==> src/rtl/mmio_uart_tx.sv <==
// MMIO 8N1 UART transmitter: register decode, circular TX FIFO, bit serializer; reads return 1 cycle
// after the address is sampled. No backpressure: a push to a full FIFO drops the byte and sets sticky overflow.
package mmio_uart_pkg;
    localparam int xlen = 32;

    typedef enum logic [1:0] {
        write_byte     = 2'd0,
        write_halfword = 2'd1,
        write_word     = 2'd2
    } mem_width_t;

    typedef struct packed {
        logic [xlen-1:0] addr;
        logic            enable;
        logic [xlen-1:0] value;
        mem_width_t      width;
    } mem_write_control_t;
endpackage

module mmio_uart_tx
    import mmio_uart_pkg::*;
#(
    parameter logic [31:0] base_addr    = 32'h0003_0000,
    parameter int          fifo_depth   = 8,
    parameter logic [15:0] reset_clkdiv = 16'd433
) (
    input  logic               clock,
    input  logic               reset,
    input  mem_write_control_t io_control,
    output logic [xlen-1:0]    io_r_data,
    output logic               tx,
    output logic               tx_busy
);
    localparam int          aw         = $clog2(fifo_depth);
    localparam logic [aw:0] full_count = (aw + 1)'(fifo_depth);

    localparam logic [1:0] st_idle  = 2'd0;
    localparam logic [1:0] st_start = 2'd1;
    localparam logic [1:0] st_data  = 2'd2;
    localparam logic [1:0] st_stop  = 2'd3;

    logic [7:0]      mem_q [fifo_depth];
    logic [aw-1:0]   wr_ptr_q, wr_ptr_d;
    logic [aw-1:0]   rd_ptr_q, rd_ptr_d;
    logic [aw:0]     count_q, count_d;
    logic            overflow_q, overflow_d;
    logic [15:0]     clkdiv_q, clkdiv_d;
    logic [1:0]      state_q, state_d;
    logic [2:0]      bit_idx_q, bit_idx_d;
    logic [15:0]     div_cnt_q, div_cnt_d;
    logic [15:0]     bit_div_q, bit_div_d;
    logic [7:0]      shift_q, shift_d;
    logic [xlen-1:0] r_data_q, r_data_d;

    logic [31:0]     offset;
    logic            sel_txdata, sel_status, sel_clkdiv;
    logic            fifo_full, fifo_empty, active;
    logic            push, push_ok, pop, bit_end;
    logic [xlen-1:0] status_word;
    logic            unused_value;

    assign offset     = io_control.addr - base_addr;
    assign sel_txdata = io_control.enable && (offset == 32'h0);
    assign sel_status = io_control.enable && (offset == 32'h4);
    assign sel_clkdiv = io_control.enable && (offset == 32'h8);

    assign fifo_full    = (count_q == full_count);
    assign fifo_empty   = (count_q == '0);
    assign active       = (state_q != st_idle);
    assign bit_end      = (div_cnt_q == bit_div_q);
    assign unused_value = ^io_control.value[31:16];

    assign status_word = {16'b0, 8'(count_q), 4'b0, overflow_q, active, fifo_empty, fifo_full};

    // Serializer; a frame latches its byte and bit time at the pop so CLKDIV writes only hit later frames.
    always_comb begin
        state_d   = state_q;
        bit_idx_d = bit_idx_q;
        shift_d   = shift_q;
        bit_div_d = bit_div_q;
        div_cnt_d = bit_end ? 16'd0 : div_cnt_q + 16'd1;
        pop       = 1'b0;
        case (state_q)
            st_idle: begin
                div_cnt_d = 16'd0;
                if (!fifo_empty) begin
                    pop     = 1'b1;
                    state_d = st_start;
                end
            end
            st_start: begin
                if (bit_end) begin
                    state_d = st_data;
                end
            end
            st_data: begin
                if (bit_end) begin
                    shift_d   = shift_q >> 1;
                    bit_idx_d = bit_idx_q + 3'd1;
                    if (bit_idx_q == 3'd7) begin
                        state_d = st_stop;
                    end
                end
            end
            default: begin
                if (bit_end) begin
                    if (!fifo_empty) begin
                        pop     = 1'b1;
                        state_d = st_start;
                    end else begin
                        state_d = st_idle;
                    end
                end
            end
        endcase
        if (pop) begin
            shift_d   = mem_q[rd_ptr_q];
            bit_div_d = clkdiv_q;
        end
    end

    // A push into a full FIFO still lands when the serializer frees a slot in the same cycle.
    always_comb begin
        push       = sel_txdata;
        push_ok    = push && (!fifo_full || pop);
        wr_ptr_d   = wr_ptr_q + aw'(push_ok);
        rd_ptr_d   = rd_ptr_q + aw'(pop);
        count_d    = count_q + (aw + 1)'(push_ok) - (aw + 1)'(pop);
        overflow_d = overflow_q;
        if (sel_status && io_control.value[3]) begin
            overflow_d = 1'b0;
        end
        if (push && !push_ok) begin
            overflow_d = 1'b1;
        end
    end

    always_comb begin
        clkdiv_d = clkdiv_q;
        if (sel_clkdiv) begin
            if (io_control.width == write_byte) begin
                clkdiv_d = {clkdiv_q[15:8], io_control.value[7:0]};
            end else begin
                clkdiv_d = io_control.value[15:0];
            end
        end
    end

    always_comb begin
        case (offset)
            32'h4:   r_data_d = status_word;
            32'h8:   r_data_d = {16'b0, clkdiv_q};
            default: r_data_d = '0;
        endcase
    end

    always_ff @(posedge clock) begin
        if (!reset) begin
            wr_ptr_q   <= '0;
            rd_ptr_q   <= '0;
            count_q    <= '0;
            overflow_q <= 1'b0;
            clkdiv_q   <= reset_clkdiv;
            state_q    <= st_idle;
            bit_idx_q  <= 3'd0;
            div_cnt_q  <= 16'd0;
            bit_div_q  <= 16'd0;
            shift_q    <= 8'd0;
            r_data_q   <= '0;
        end else begin
            wr_ptr_q   <= wr_ptr_d;
            rd_ptr_q   <= rd_ptr_d;
            count_q    <= count_d;
            overflow_q <= overflow_d;
            clkdiv_q   <= clkdiv_d;
            state_q    <= state_d;
            bit_idx_q  <= bit_idx_d;
            div_cnt_q  <= div_cnt_d;
            bit_div_q  <= bit_div_d;
            shift_q    <= shift_d;
            r_data_q   <= r_data_d;
        end
    end

    always_ff @(posedge clock) begin
        if (push_ok) begin
            mem_q[wr_ptr_q] <= io_control.value[7:0];
        end
    end

    assign io_r_data = r_data_q;
    assign tx        = (state_q == st_start) ? 1'b0 :
                       (state_q == st_data)  ? shift_q[0] : 1'b1;
    assign tx_busy   = active || !fifo_empty;
endmodule

==> config.mk <==
export PLATFORM = sky130hd
export DESIGN_NAME = mmio_uart_tx
export DESIGN_NICKNAME = d
export VERILOG_FILES = /design/src/rtl/mmio_uart_tx.sv
export SDC_FILE = /design/constraint.sdc
export NUM_CORES = 1
export LEC_CHECK = 0
export ABC_AREA = 1
export BUFFER_PORTS_ARGS = -buffer_cell sky130_fd_sc_hd__buf_4
export CORE_MARGIN = 5
export CORE_UTILIZATION = 49
export CTS_CLUSTER_DIAMETER = 50
export CTS_CLUSTER_SIZE = 20
export DETAILED_ROUTE_END_ITERATION = 8
export PLACE_DENSITY = 0.67
export SLEW_MARGIN = 20
export SYNTH_ARGS = -nofsm -noshare
export SYNTH_HDL_FRONTEND = slang
export SYNTH_SLANG_ARGS = --single-unit
==> constraint.sdc <==
create_clock -name clock -period 3.9 [get_ports clock]
set_input_delay 0.39 -clock clock [delete_from_list [all_inputs] [get_ports clock]]
set_output_delay 0.39 -clock clock [all_outputs]
set_load 0.01 [all_outputs]
==> metrics.md, run 1 <==
| Metric | Value |
|---|---|
| Sum of routed wire length over all layers | 15.1 mm |
| Worst flop-to-flop path endpoint | mem_q[6][6] |
| Beginning of the worst hold path | io_control[14] |
| Standard cell core area | around 14000 sq um |
| Least-Margin Pin Slew | around 1.0 ns |
| Largest net degree at the start of global routing | 45 |
| Number of non-filler instances in the completed layout | 1043 |
| Count of state elements after synthesis | about 150 |
| CTS-repair resized insts | 0 |
| Max incr delay on CP | 0.74 ns |
| Worst clock skew | approximately 0.007 ns |
| Syn_area_per_cell | roughly 8.6 sq um |
| Clock tree root buffer cell | sky130_fd_sc_hd__clkbuf_16 |
| Buf+Inv Stages, Crit Path | 1 |
| Headroom to the max-slew limit | 0.300 |
| Count of pins over their slew limit | 0 |
| CTS buffer count | 17 |
| Number of remaining DRC errors | 0 |
| PD cells | just over 600 nW/um^2 |
| Post-Synthesis Cell Area | 6810 sq um |
| Clock latency on the worst-skew pair | 0.42 ns |
| Crit start category | flip-flop |
| Number of cells on the critical path | 12 |
| Max-cap check violation count | 0 |
| Cell type of the slowest stage on the worst timing path | sky130_fd_sc_hd__nor2_1 |
| Hold violation count in the final report | 0 |
| Number of inserted filler cells in the final layout | between 1000 and 1500 |
| Congestion Overflow GR | 0 |
| Number of I/O port buffers | 70 |
| Total via count after detailed routing | 5335 |
| Clk pin slew, worst setup/hold paths | 0.06 ns |
| Upper clock frequency limit | 325 MHz |
| Post-CTS Repair Setup Buffers | 0 |
| Setup TNS | 0 ns |
| Diode insertion count for antenna repair | 0 |
| Count of hold buffers inserted by post-cts repair | 0 |
| WP data arrival | 3.11 ns |
| Number of nets with antenna violations after detailed routing | 0 |
| Area growth, synth to finish | 16.4% |
| RR Startpoint | div_cnt_q[9] |
| Via-per-instance ratio | 5.12 |
| Unrepaired setup endpoints after global routing | no |
| Number of top-level pins | between 100 and 150 |
| Area of the die | 16400 sq um |
| Static leakage | approximately 0.0033 uW |
| Final Wtd Congestion | 0.833 |
| CP Capture Type | flip-flop |
| Overall power | between 4000 and 5000 uW |
| Routed length per instance | 14.5 um |
| Design Area, Final | around 7900 sq um |
| R2r setup slk | 0.83 ns |
| Sink of the worst hold path | clkdiv_q[12] |
| Status | complete, no violations |
| Largest delay share family, worst path | simple AND/OR/NAND/NOR gates |
| Syn. warnings | 0 |
| Hold crit path type | input port to flip-flop |
| CTS tree | built |
| Vertical die dimension | 128 um |
| Finish-stage setup viols | 0 |
| Minimum period implied by the final worst setup slack | 3.07 ns |
| Cell Chain, Critical Path | inv_2 -> nand2_1 -> nand2_1 -> nor2_1 -> nand2_1 -> nor2_2 -> nand2_4 -> nand2_4 -> nand2_4 -> nand2_2 -> nand3b_1 -> nor2_1 |
| Library cells used by synthesis | 41 |
| Final cycle utilization of the critical path | 0.788 |
| Critical Path RT | 3.94 ns |
| Global-route usage over all layers | 0.189 |
| Clk buf depth | 2 |
| Count of nets after finishing | roughly 940 |
| Die width | around 130 um |
| Sequential cell area fraction in the yosys report | 0.541 |
| Floorplan row count | 43 |
| Share of final-layout standard cells stronger than drive strength 1 | 0.149 |
| Number of detailed-routing iterations run before antenna repair | 5 |
| Count of H-tree levels built during CTS | 4 |
| Wire length of the first global-routing pass | between 20 and 25 mm |
| Worst Hold Depth | 3 |
| Worst voltage drop across the vdd grid | 0.458 mV |
| Half-perimeter wire length after detailed placement | 10.5 mm |
| Type of the setup path with the least slack | flip-flop to flip-flop |
| Cell total after placement | 1011 |
| Maximum fanout along the worst path | 22 |
| 1st-iter DRT viols | 339 |
| Area post-placement | 7350 sq um |
| Number of antenna violations at the first check in global routing | 0 |
| Number of instances in the synthesized netlist | 788 |
| Via count of the first global-routing pass | 5068 |
| Number of sinks driven by the clock tree | 152 |
| Depth of the worst register-to-register path | 12 |
| Starting density of the core | 0.494 |
==> cells by family (layout without fill, tap and decap cells) <==
group | after synthesis | after routing | share of synthesized area
DFF | 152 | 152 | 0.541
AOI/OAI and AO/OA | 125 | 125 | 0.103
buffers and inverters | 130 | 190 | 0.0909
adders and majority gates | 17 | 17 | 0.0323
and+or+nand+nor | 357 | 357 | 0.224
xor gates and xnor gates | 6 | 6 | 0.00772
other | 1 | 16 | 0.000551
==> worst register-to-register path, stage by stage (launching register included) <==
cell and delay (ns):
sky130_fd_sc_hd__dfxtp_1 0.48, sky130_fd_sc_hd__inv_2 0.10, sky130_fd_sc_hd__nand2_1 0.07, sky130_fd_sc_hd__nand2_1 0.04
sky130_fd_sc_hd__nor2_1 0.09, sky130_fd_sc_hd__nand2_1 0.09, sky130_fd_sc_hd__nor2_2 0.44, sky130_fd_sc_hd__nand2_4 0.14
sky130_fd_sc_hd__nand2_4 0.10, sky130_fd_sc_hd__nand2_4 0.15, sky130_fd_sc_hd__nand2_2 0.13, sky130_fd_sc_hd__nand3b_1 0.13
sky130_fd_sc_hd__nor2_1 0.74
==> synthesized netlist by cell type, drive strengths merged <==
cell type,n,area (sq um)
ha,16,200
nor3,15,80.1
inv,83,312
nand4,15,93.8
o31ai,1,7.51
xnor2,3,26.3
nor3b,1,7.51
dfxtp,88,1760
edfxtp,64,1920
o221ai,16,140
nand3,29,145
and2,1,6.26
buf,29,230
nand2,163,639
clkbuf,18,77.6
xor2,3,26.3
nor4,2,12.5
a21o,1,7.51
o211ai,4,30.0
fa,1,20.0
and3,1,6.26
conb,1,3.75
nor2,123,477
a21oi,45,229
o21ai,58,290
nand3b,2,27.5
or2,5,31.3
==> cell usage in the layout, fill, tap and decap left out, types with 2 or more instances in the layout <==
| master | count |
|---|---|
| sky130_fd_sc_hd__o221ai_1 | 16 |
| sky130_fd_sc_hd__nand2_4 | 3 |
| sky130_fd_sc_hd__xor2_1 | 3 |
| sky130_fd_sc_hd__buf_4 | 75 |
| sky130_fd_sc_hd__conb_1 | 16 |
| sky130_fd_sc_hd__nand2_2 | 2 |
| sky130_fd_sc_hd__xnor2_1 | 3 |
| sky130_fd_sc_hd__o211ai_1 | 4 |
| sky130_fd_sc_hd__inv_2 | 8 |
| sky130_fd_sc_hd__or2_1 | 2 |
| sky130_fd_sc_hd__edfxtp_1 | 64 |
| sky130_fd_sc_hd__nand3_1 | 29 |
| sky130_fd_sc_hd__clkbuf_16 | 17 |
| sky130_fd_sc_hd__nor3_1 | 14 |
| sky130_fd_sc_hd__nand2_1 | 158 |
| sky130_fd_sc_hd__o21ai_0 | 57 |
| sky130_fd_sc_hd__nand4_1 | 15 |
| sky130_fd_sc_hd__clkinv_4 | 4 |
| sky130_fd_sc_hd__nor2_2 | 3 |
| sky130_fd_sc_hd__bufinv_16 | 2 |
| sky130_fd_sc_hd__dfxtp_1 | 88 |
| sky130_fd_sc_hd__inv_1 | 75 |
| sky130_fd_sc_hd__clkinv_2 | 3 |
| sky130_fd_sc_hd__nor4_1 | 2 |
| sky130_fd_sc_hd__inv_6 | 2 |
| sky130_fd_sc_hd__nor2_1 | 119 |
| sky130_fd_sc_hd__ha_1 | 16 |
| sky130_fd_sc_hd__or2_2 | 3 |
| sky130_fd_sc_hd__a21oi_1 | 44 |
==> layout make-up <==
class	count	area, sq um	area share
Clock buffer	19	434	0.0548
Clock inverter	13	145	0.0183
Inverter	83	312	0.0393
Multi-Input combinational cell	521	2560	0.323
Sequential cell	152	3680	0.465
Tap cell	180	225	0.0284
Timing Repair Buffer	75	563	0.0710
==> sequential cells by signal, indices dropped and copies added, names as in the netlist <==
| signal | flops |
|---|---|
| count_q | 4 |
| overflow_q | 1 |
| wr_ptr_q | 3 |
| rd_ptr_q | 3 |
| clkdiv_q | 16 |
| shift_q | 8 |
| bit_div_q | 16 |
| io_r_data | 16 |
| bit_idx_q | 3 |
| div_cnt_q | 16 |
| state_q | 2 |
| mem_q | 64 |
==> routing by layer <==
layer,vias to the layer above,GRT usage,share of wire
li1,2693,-,-
met2,185,0.315,0.48
met1,2447,0.246,0.44
met3,10,0.0533,0.070
met5,-,0,0
met4,0,0.0431,0.0081
==> stage by stage <==
step / setup WS [ns] / hold slack [ns] / utilization
finish: 0.827 / 0.197 / 0.575
global route: 0.593 / 0.193 / 0.575
CTS: 0.847 / 0.182 / 0.575
detailed placement: 0.844 / 0.460 / 0.533
global placement: 0.947 / 0.456 / 0.533
floorplan: 1.62 / 0.435 / -
==> worst max path at each step <==
stage / startpoint / to
floorplan: io_control[36] / count_q[2]
global placement: div_cnt_q[9] / mem_q[6][2]
detailed placement: div_cnt_q[9] / mem_q[3][1]
CTS: div_cnt_q[9] / mem_q[6][6]
global route: div_cnt_q[9] / mem_q[6][5]
finish: div_cnt_q[9] / mem_q[6][6]
==> power by group <==
group	switching [uW]	internal [uW]	total [uW]
logic	915	475	1390
registers	113	1810	1930
clock network	648	953	1600
total	1680	3240	4920
Power figures use the tool's default switching activity.
==> run 2: changes to the inputs <==
--- a/config.mk
+++ b/config.mk
@@ -12,7 +12,7 @@
 export CTS_CLUSTER_DIAMETER = 50
 export CTS_CLUSTER_SIZE = 20
 export DETAILED_ROUTE_END_ITERATION = 8
-export PLACE_DENSITY = 0.67
+export PLACE_DENSITY = 0.7
 export SLEW_MARGIN = 20
 export SYNTH_ARGS = -nofsm -noshare
 export SYNTH_HDL_FRONTEND = slang
==> constraint.sdc (replaced) <==
create_clock -name clock -period 2.48 [get_ports clock]
set_input_delay 0.248 -clock clock [delete_from_list [all_inputs] [get_ports clock]]
set_output_delay 0.248 -clock clock [all_outputs]
set_load 0.01 [all_outputs]
==> run 2 against run 1 <==
  * Power up 62%
  * Non-clock buffer count is 23 higher
  * Clock power increased by 63%
  * Register-to-register slack got worse by 0.66 ns
  * Cell area increased by 2.8%
  * Global-route usage hardly changed
  * Routed wire length down 2.4%
  * Maximum frequency rose by 33%
  * Hold slack got worse by 0.15 ns
  * Cell count is 2.2% higher
  * Flip-flop and latch count did not move
  * Critical endpoint is now count_q[1]
==> metrics.md, run 2 (synthesis results as in run 1) <==
| Metric | Value |
|---|---|
| Post-placement setup slack | 0.0954 ns (was 0.844 ns) |
| Unrepaired setup endpoints after global routing | no (unchanged) |
| Finish-stage setup viols | 0 (unchanged) |
| Sum of routed wire length over all layers | 14.8 mm (was 15.1 mm) |
| CTS tree | built (unchanged) |
| Global-route usage over all layers | 0.190 (was 0.189) |
| WP data arrival | 2.64 ns (was 3.11 ns) |
| Cell type of the slowest stage on the worst timing path | sky130_fd_sc_hd__fa_1 (was sky130_fd_sc_hd__nor2_1) |
| Utilization after layout | 0.592 (was 0.575) |
| Setup TNS | 0 ns (unchanged) |
| Count of pins over their slew limit | 0 (unchanged) |
| Maximum fanout along the worst path | 5 (was 22) |
| Area growth, synth to finish | 19.7% (was 16.4%) |
| Clk pin slew, worst setup/hold paths | 0.06 ns (about the same) |
| Least-Margin Pin Slew | 0.711 ns (was 1.05 ns) |
| Clk buf depth | 2 (unchanged) |
| Most common cell after layout, fill and taps aside | sky130_fd_sc_hd__nand2_1 (unchanged) |
| Final cycle utilization of the critical path | 0.932 (was 0.788) |
| Static leakage | 0.00346 uW (was 0.00333 uW) |
| Hold crit path type | input port to flip-flop (unchanged) |
| Tightest hold margin | 0.0441 ns (was 0.197 ns) |
| Number of top-level pins | 103 (unchanged) |
| Most used cell along the critical path | sky130_fd_sc_hd__nand2_1 |
| Max-cap check violation count | 0 (unchanged) |
| Final worst slack | 0.170 ns (was 0.827 ns) |
| Clock tree root buffer cell | sky130_fd_sc_hd__clkbuf_16 (unchanged) |
| Number of I/O port buffers | 70 (unchanged) |
| Vertical die dimension | 128 um (unchanged) |
| Clock latency on the worst-skew pair | 0.43 ns (was 0.42 ns) |
| Worst voltage drop across the vdd grid | 0.523 mV (was 0.458 mV) |
| Critical Path RT | 2.81 ns (was 3.94 ns) |
| Minimum period implied by the final worst setup slack | 2.31 ns (was 3.07 ns) |
| Highest-count cells in the layout ignoring fill and taps | sky130_fd_sc_hd__nand2_1, sky130_fd_sc_hd__nor2_1, sky130_fd_sc_hd__buf_4 (was sky130_fd_sc_hd__nand2_1, sky130_fd_sc_hd__nor2_1, sky130_fd_sc_hd__dfxtp_1) |
| CP Capture Type | flip-flop (unchanged) |
| Number of nets with antenna violations after detailed routing | 0 (unchanged) |
| Via-per-instance ratio | 5.05 (was 5.12) |
| Count of hold buffers inserted by post-cts repair | 0 (unchanged) |
| Count of nets after finishing | 959 (was 936) |
| Total via count after detailed routing | 5381 (was 5335) |
| Standard cell core area | 13800 sq um (unchanged) |
| Floorplan row count | 43 (unchanged) |
| Worst clock skew | 0.0110 ns (was 0.00698 ns) |
| Die width | 128 um (unchanged) |
| Max incr delay on CP | 0.41 ns (was 0.74 ns) |
| 1st-iter DRT viols | 359 (was 339) |
| Number of sinks driven by the clock tree | 152 (unchanged) |
| Area of the die | 16400 sq um (unchanged) |
| Flip-flop count of the largest register after layout | 64 (unchanged) |
| Share of final-layout standard cells stronger than drive strength 1 | 0.184 (was 0.149) |
| Number of remaining DRC errors | 0 (unchanged) |
| Wire length of the first global-routing pass | 24.6 mm (about the same) |
| Crit start category | flip-flop (unchanged) |
| Cell Chain, Critical Path | inv_2 -> nand2_1 -> nand2_1 -> nor2_1 -> nand2_1 -> nor2_4 -> nand2_4 -> nand2_4 -> nand2_4 -> or2_4 -> o21ai_1 -> ha_2 -> fa_1 -> nand2_1 -> inv_1 (was inv_2 -> nand2_1 -> nand2_1 -> nor2_1 -> nand2_1 -> nor2_2 -> nand2_4 -> nand2_4 -> nand2_4 -> nand2_2 -> nand3b_1 -> nor2_1) |
| Largest net degree at the start of global routing | 44 (was 45) |
| Routed length per instance | 13.9 um (was 14.5 um) |
| CTS buffer count | 17 (unchanged) |
| Most flop-heavy register | mem_q (unchanged) |
| Starting density of the core | 0.494 (unchanged) |
| Final Wtd Congestion | 0.801 (was 0.833) |
| Type of the setup path with the least slack | flip-flop to flip-flop (unchanged) |
| Upper clock frequency limit | 433 MHz (was 325 MHz) |
| Hold violation count in the final report | 0 (unchanged) |
| Count of H-tree levels built during CTS | 4 (unchanged) |
| Via count of the first global-routing pass | 5226 (was 5068) |
| Number of detailed-routing iterations run before antenna repair | 5 (unchanged) |
| Post-CTS Repair Setup Buffers | 0 (unchanged) |
| Number of antenna violations at the first check in global routing | 0 (unchanged) |
| Headroom to the max-slew limit | 0.525 (was 0.300) |
| Congestion Overflow GR | 0 (unchanged) |
| Diode insertion count for antenna repair | 0 (unchanged) |
| Status | complete, no violations (unchanged) |
| PD cells | 980 nW/um^2 (was 620 nW/um^2) |
| Overall power | 7990 uW (was 4920 uW) |
| Half-perimeter wire length after detailed placement | 10.2 mm (was 10.5 mm) |
[run 2: cell count changes in the layout (fill, tap and decap cells not counted), moves of 2 or more]
cell,before,now
sky130_fd_sc_hd__dfxtp_2,0,9
sky130_fd_sc_hd__dfxtp_1,88,79
sky130_fd_sc_hd__clkinvlp_4,0,2
sky130_fd_sc_hd__nor2_2,3,1
sky130_fd_sc_hd__nor2_4,1,3
sky130_fd_sc_hd__clkinv_2,3,1
sky130_fd_sc_hd__buf_4,75,98
[run 2: per-layer routing]
layer | vias up | GRT usage | part of all wire
met4 | 0 | 0.0824 | 0.022
met1 | 2454 | 0.250 | 0.45
li1 | 2742 | - | -
met5 | - | 0 | 0
met2 | 160 | 0.295 | 0.46
met3 | 25 | 0.0517 | 0.064
[run 2: timing repair]
item,in CTS,in global routing
endpoints found under the setup margin,0,3
hold endpoints to repair,0,0
gates resized for setup,0,13
[run 2: report_power, final]
part | switching [uW] | leakage (uW) | total [uW] | internal [uW]
combinational | 1470 | 0.00187 | 2340 | 863
clock | 1030 | 0.000293 | 2610 | 1580
sequential | 193 | 0.00130 | 3050 | 2850
total | 2690 | 0.00346 | 7990 | 5290
[run 2: path summary, 6_finish.rpt]
kind | cells past startpoint | endpoint | slack [ns] | from
setup / recovery | 15 | count_q[1] | 0.17 | div_cnt_q[10]
hold / removal | 3 | clkdiv_q[13] | 0.04 | io_control[15]
setup reg to reg | 15 | count_q[1] | 0.17 | div_cnt_q[10]
hold reg to reg | 2 | io_r_data[10] | 0.46 | count_q[2]
[run 2: worst max-delay path: cells and delay by family, from the launching register on]
| family | cells | cell delay (ns) |
|---|---|---|
| flip-flops | 1 | 0.38 |
| adder cells (fa/ha/maj) | 2 | 0.62 |
| AND/OR/NAND/NOR | 10 | 1.03 |
| buffers and inverters | 2 | 0.10 |
| AO/OA/AOI/OAI | 1 | 0.08 |
[run 2: final cells by class]
type,instances,area [sq um]
clock buffer,20,468
clock inverter,12,136
fill,1216,5620
inverter,83,312
multi-input combinational,521,2580
sequential,152,3690
tap,180,225
timing repair buffer,98,736
[run 2: per-stage QoR]
| step | std cells | instance area [sq um] |
|---|---|---|
| global route | 1066 | 8150 |
| detailed placement | 1034 | 7520 |
| floorplan | 803 | 6870 |
| global placement | 1034 | 7520 |
| finish | 1066 | 8150 |
| CTS | 1066 | 8120 |
==> run 3: changes to the inputs <==
--- a/config.mk
+++ b/config.mk
@@ -13,6 +13,7 @@
 export CTS_CLUSTER_SIZE = 20
 export DETAILED_ROUTE_END_ITERATION = 8
 export PLACE_DENSITY = 0.7
+export REMOVE_ABC_BUFFERS = 1
 export SLEW_MARGIN = 20
 export SYNTH_ARGS = -nofsm -noshare
 export SYNTH_HDL_FRONTEND = slang
==> run 3 against run 2 <==
  * Via count fell by 0.43%
  * Cell area shrank 0.41%
  * Global-route usage about the same
  * Flip-flop and latch count stayed put
  * Power is 1.4% lower
  * Largest cell class unchanged
  * Sequential power is essentially flat
  * Combinational power rose by 2%
  * Clock power is 6% lower
==> metrics.md, run 3 (synthesis results as in run 1) <==
| Metric | Value |
|---|---|
| Worst flop-to-flop path endpoint | count_q[1] (unchanged) |
| Final cycle utilization of the critical path | 0.916 (was 0.932) |
| Upper clock frequency limit | 440 MHz (was 433 MHz) |
| Number of remaining DRC errors | 0 (unchanged) |
| Max-cap check violation count | 0 (unchanged) |
| Number of inserted filler cells in the final layout | 1235 (was 1216) |
| Area growth, synth to finish | 19.2% (was 19.7%) |
| Starting density of the core | 0.494 (unchanged) |
| Most common cell after layout, fill and taps aside | sky130_fd_sc_hd__nand2_1 (unchanged) |
| CTS buffer count | 17 (unchanged) |
| Highest-count cells in the layout ignoring fill and taps | sky130_fd_sc_hd__nand2_1, sky130_fd_sc_hd__nor2_1, sky130_fd_sc_hd__buf_4 (unchanged) |
| Global-route usage over all layers | 0.189 (was 0.190) |
| Routed length per instance | 13.9 um (about the same) |
| Number of sinks driven by the clock tree | 152 (unchanged) |
| Half-perimeter wire length after detailed placement | 10.5 mm (was 10.2 mm) |
| RR Startpoint | div_cnt_q[12] (was div_cnt_q[10]) |
| Vertical die dimension | 128 um (unchanged) |
| Floorplan row count | 43 (unchanged) |
| Sum of routed wire length over all layers | 14.8 mm (about the same) |
| Worst Hold Depth | 3 (unchanged) |
| Via count of the first global-routing pass | 5132 (was 5226) |
| Final Wtd Congestion | 0.838 (was 0.801) |
| Die width | 128 um (unchanged) |
| Crit start category | flip-flop (unchanged) |
| Hold crit path type | input port to flip-flop (unchanged) |
| Share of final-layout standard cells stronger than drive strength 1 | 0.184 (about the same) |
| Unrepaired setup endpoints after global routing | no (unchanged) |
| Area used by sequential logic in the layout | 3700 sq um (was 3690 sq um) |
| Via-per-instance ratio | 5.03 (was 5.05) |
| Minimum period implied by the final worst setup slack | 2.27 ns (was 2.31 ns) |
| Footprint of the multi-input gates | 2590 sq um (was 2580 sq um) |
| Wire length of the first global-routing pass | 24.5 mm (was 24.6 mm) |
| Flip-flop count of the largest register after layout | 64 (unchanged) |
| Congestion Overflow GR | 0 (unchanged) |
| Worst clock skew | 0.00821 ns (was 0.0110 ns) |
| Most flop-heavy register | mem_q (unchanged) |
| Critical Path RT | 2.80 ns (was 2.81 ns) |
| Diode insertion count for antenna repair | 0 (unchanged) |
| Count of pins over their slew limit | 0 (unchanged) |
| Number of nets with antenna violations after detailed routing | 0 (unchanged) |
| Number of non-filler instances in the completed layout | 1065 (was 1066) |
| Clock tree root buffer cell | sky130_fd_sc_hd__clkbuf_16 (unchanged) |
| CP Capture Type | flip-flop (unchanged) |
| WP data arrival | 2.60 ns (was 2.64 ns) |
| Number of detailed-routing iterations run before antenna repair | 5 (unchanged) |
| Type of the setup path with the least slack | flip-flop to flip-flop (unchanged) |
| Static leakage | 0.00344 uW (was 0.00346 uW) |
| Standard cell core area | 13800 sq um (unchanged) |
| Number of I/O port buffers | 70 (unchanged) |
| Area of the die | 16400 sq um (unchanged) |
| 1st-iter DRT viols | 396 (was 359) |
| PD cells | 970 nW/um^2 (was 980 nW/um^2) |
| Met1 GRT Util | 0.251 (was 0.250) |
| Cell total after placement | 1033 (was 1034) |
| Largest net degree at the start of global routing | 33 (was 44) |
| Sink of the worst hold path | clkdiv_q[13] (unchanged) |
| Clk pin slew, worst setup/hold paths | 0.06 ns (about the same) |
| Finish-stage setup viols | 0 (unchanged) |
| Beginning of the worst hold path | io_control[15] (unchanged) |
| Total via count after detailed routing | 5358 (was 5381) |
| Worst voltage drop across the vdd grid | 0.558 mV (was 0.523 mV) |
| Count of H-tree levels built during CTS | 4 (unchanged) |
| Status | complete, no violations (unchanged) |
| Depth of the worst register-to-register path | 15 (unchanged) |
| Layer with the highest usage | met2 (unchanged) |
| Overall power | 7870 uW (was 7990 uW) |
| Headroom to the max-slew limit | 0.469 (was 0.525) |
| Clk buf depth | 2 (unchanged) |
| Met2 usage in global routing | 0.301 (was 0.295) |
| Number of top-level pins | 103 (unchanged) |
| Count of nets after finishing | 958 (was 959) |
| Global-route track usage on met3 | 0.0496 (was 0.0517) |
| R2r setup slk | 0.21 ns (was 0.17 ns) |
| Number of antenna violations at the first check in global routing | 0 (unchanged) |
| Least-Margin Pin Slew | 0.796 ns (was 0.711 ns) |
| Hold violation count in the final report | 0 (unchanged) |
| Maximum fanout along the worst path | 5 (unchanged) |
| CTS tree | built (unchanged) |
| Post-CTS Repair Setup Buffers | 0 (unchanged) |
| Clock latency on the worst-skew pair | 0.42 ns (was 0.43 ns) |
-- run 3: cell types whose count changed in the layout (fill, tap and decap cells not counted), sizes merged --
cell      before  now
buf           98   97
clkbuf        20   25
bufinv         2    1
clkinvlp       2    1
inv           87   84
-- run 3: final cells by class --
class	count	area share
clock buffers	25	0.0612
well taps	180	0.0277
flip-flops and latches	152	0.455
inverters	83	0.0384
repair buffers	97	0.0897
multi-input cells	521	0.319
clock inverters	7	0.00832
-- run 3: report_power, final --
| group | switching (uW) | internal, uW | leakage [uW] |
|---|---|---|---|
| Combinational | 1510 | 884 | 0.00187 |
| Sequential | 178 | 2850 | 0.00130 |
| Clock | 962 | 1490 | 0.000281 |
| Total | 2650 | 5220 | 0.00344 |
-- run 3: what timing repair did --
| action | in CTS | in global routing |
|---|---|---|
| gates resized for setup | 0 | 17 |
| hold buffers | 0 | 0 |
| setup endpoints to repair | 0 | 3 |
-- run 3: worst max path at each step --
stage             startpoint         end  cells past startpoint
5_1_grt         div_cnt_q[2]  count_q[3]                     15
3_5_place_dp   div_cnt_q[12]  count_q[1]                     15
2_1_floorplan   div_cnt_q[9]  count_q[2]                     13
3_3_place_gp   div_cnt_q[10]  count_q[1]                     15
6_report       div_cnt_q[12]  count_q[1]                     15
4_1_cts        div_cnt_q[12]  count_q[3]                     15
-- run 3: worst max-delay path: stages, from the launching register on --
cell and delay [ns]:
sky130_fd_sc_hd__dfxtp_2 0.35, sky130_fd_sc_hd__inv_1 0.06, sky130_fd_sc_hd__nand2_1 0.05, sky130_fd_sc_hd__nand2_1 0.05
sky130_fd_sc_hd__nor2_2 0.12, sky130_fd_sc_hd__nand2_1 0.10, sky130_fd_sc_hd__nor2_4 0.17, sky130_fd_sc_hd__nand2_4 0.09
sky130_fd_sc_hd__nand2_4 0.07, sky130_fd_sc_hd__nand2_4 0.06, sky130_fd_sc_hd__or2_4 0.25, sky130_fd_sc_hd__o21ai_1 0.08
sky130_fd_sc_hd__ha_1 0.19, sky130_fd_sc_hd__fa_1 0.41, sky130_fd_sc_hd__nand2_1 0.07, sky130_fd_sc_hd__inv_1 0.03
-- run 3: routing by layer --
| layer | wire, um | vias up |
|---|---|---|
| met5 | 0 | - |
| met4 | 250 | 0 |
| met3 | 988 | 22 |
| met2 | 6960 | 166 |
| met1 | 6640 | 2438 |
| li1 | - | 2732 |
-- run 3: per-stage QoR --
stage                     setup slack [ns]  TNS [ns]  hold WS, ns   util  cell area [sq um]
final                                0.208         0       0.0450  0.589               8120
after global routing                0.0120         0       0.0445  0.589               8120
after CTS                           0.0281         0       0.0364  0.586               8080
after detailed placement            0.0666         0        0.459  0.545               7510
after global placement               0.122         0        0.453  0.545               7510
after floorplan                     -0.292    -0.667        0.332      -               6560
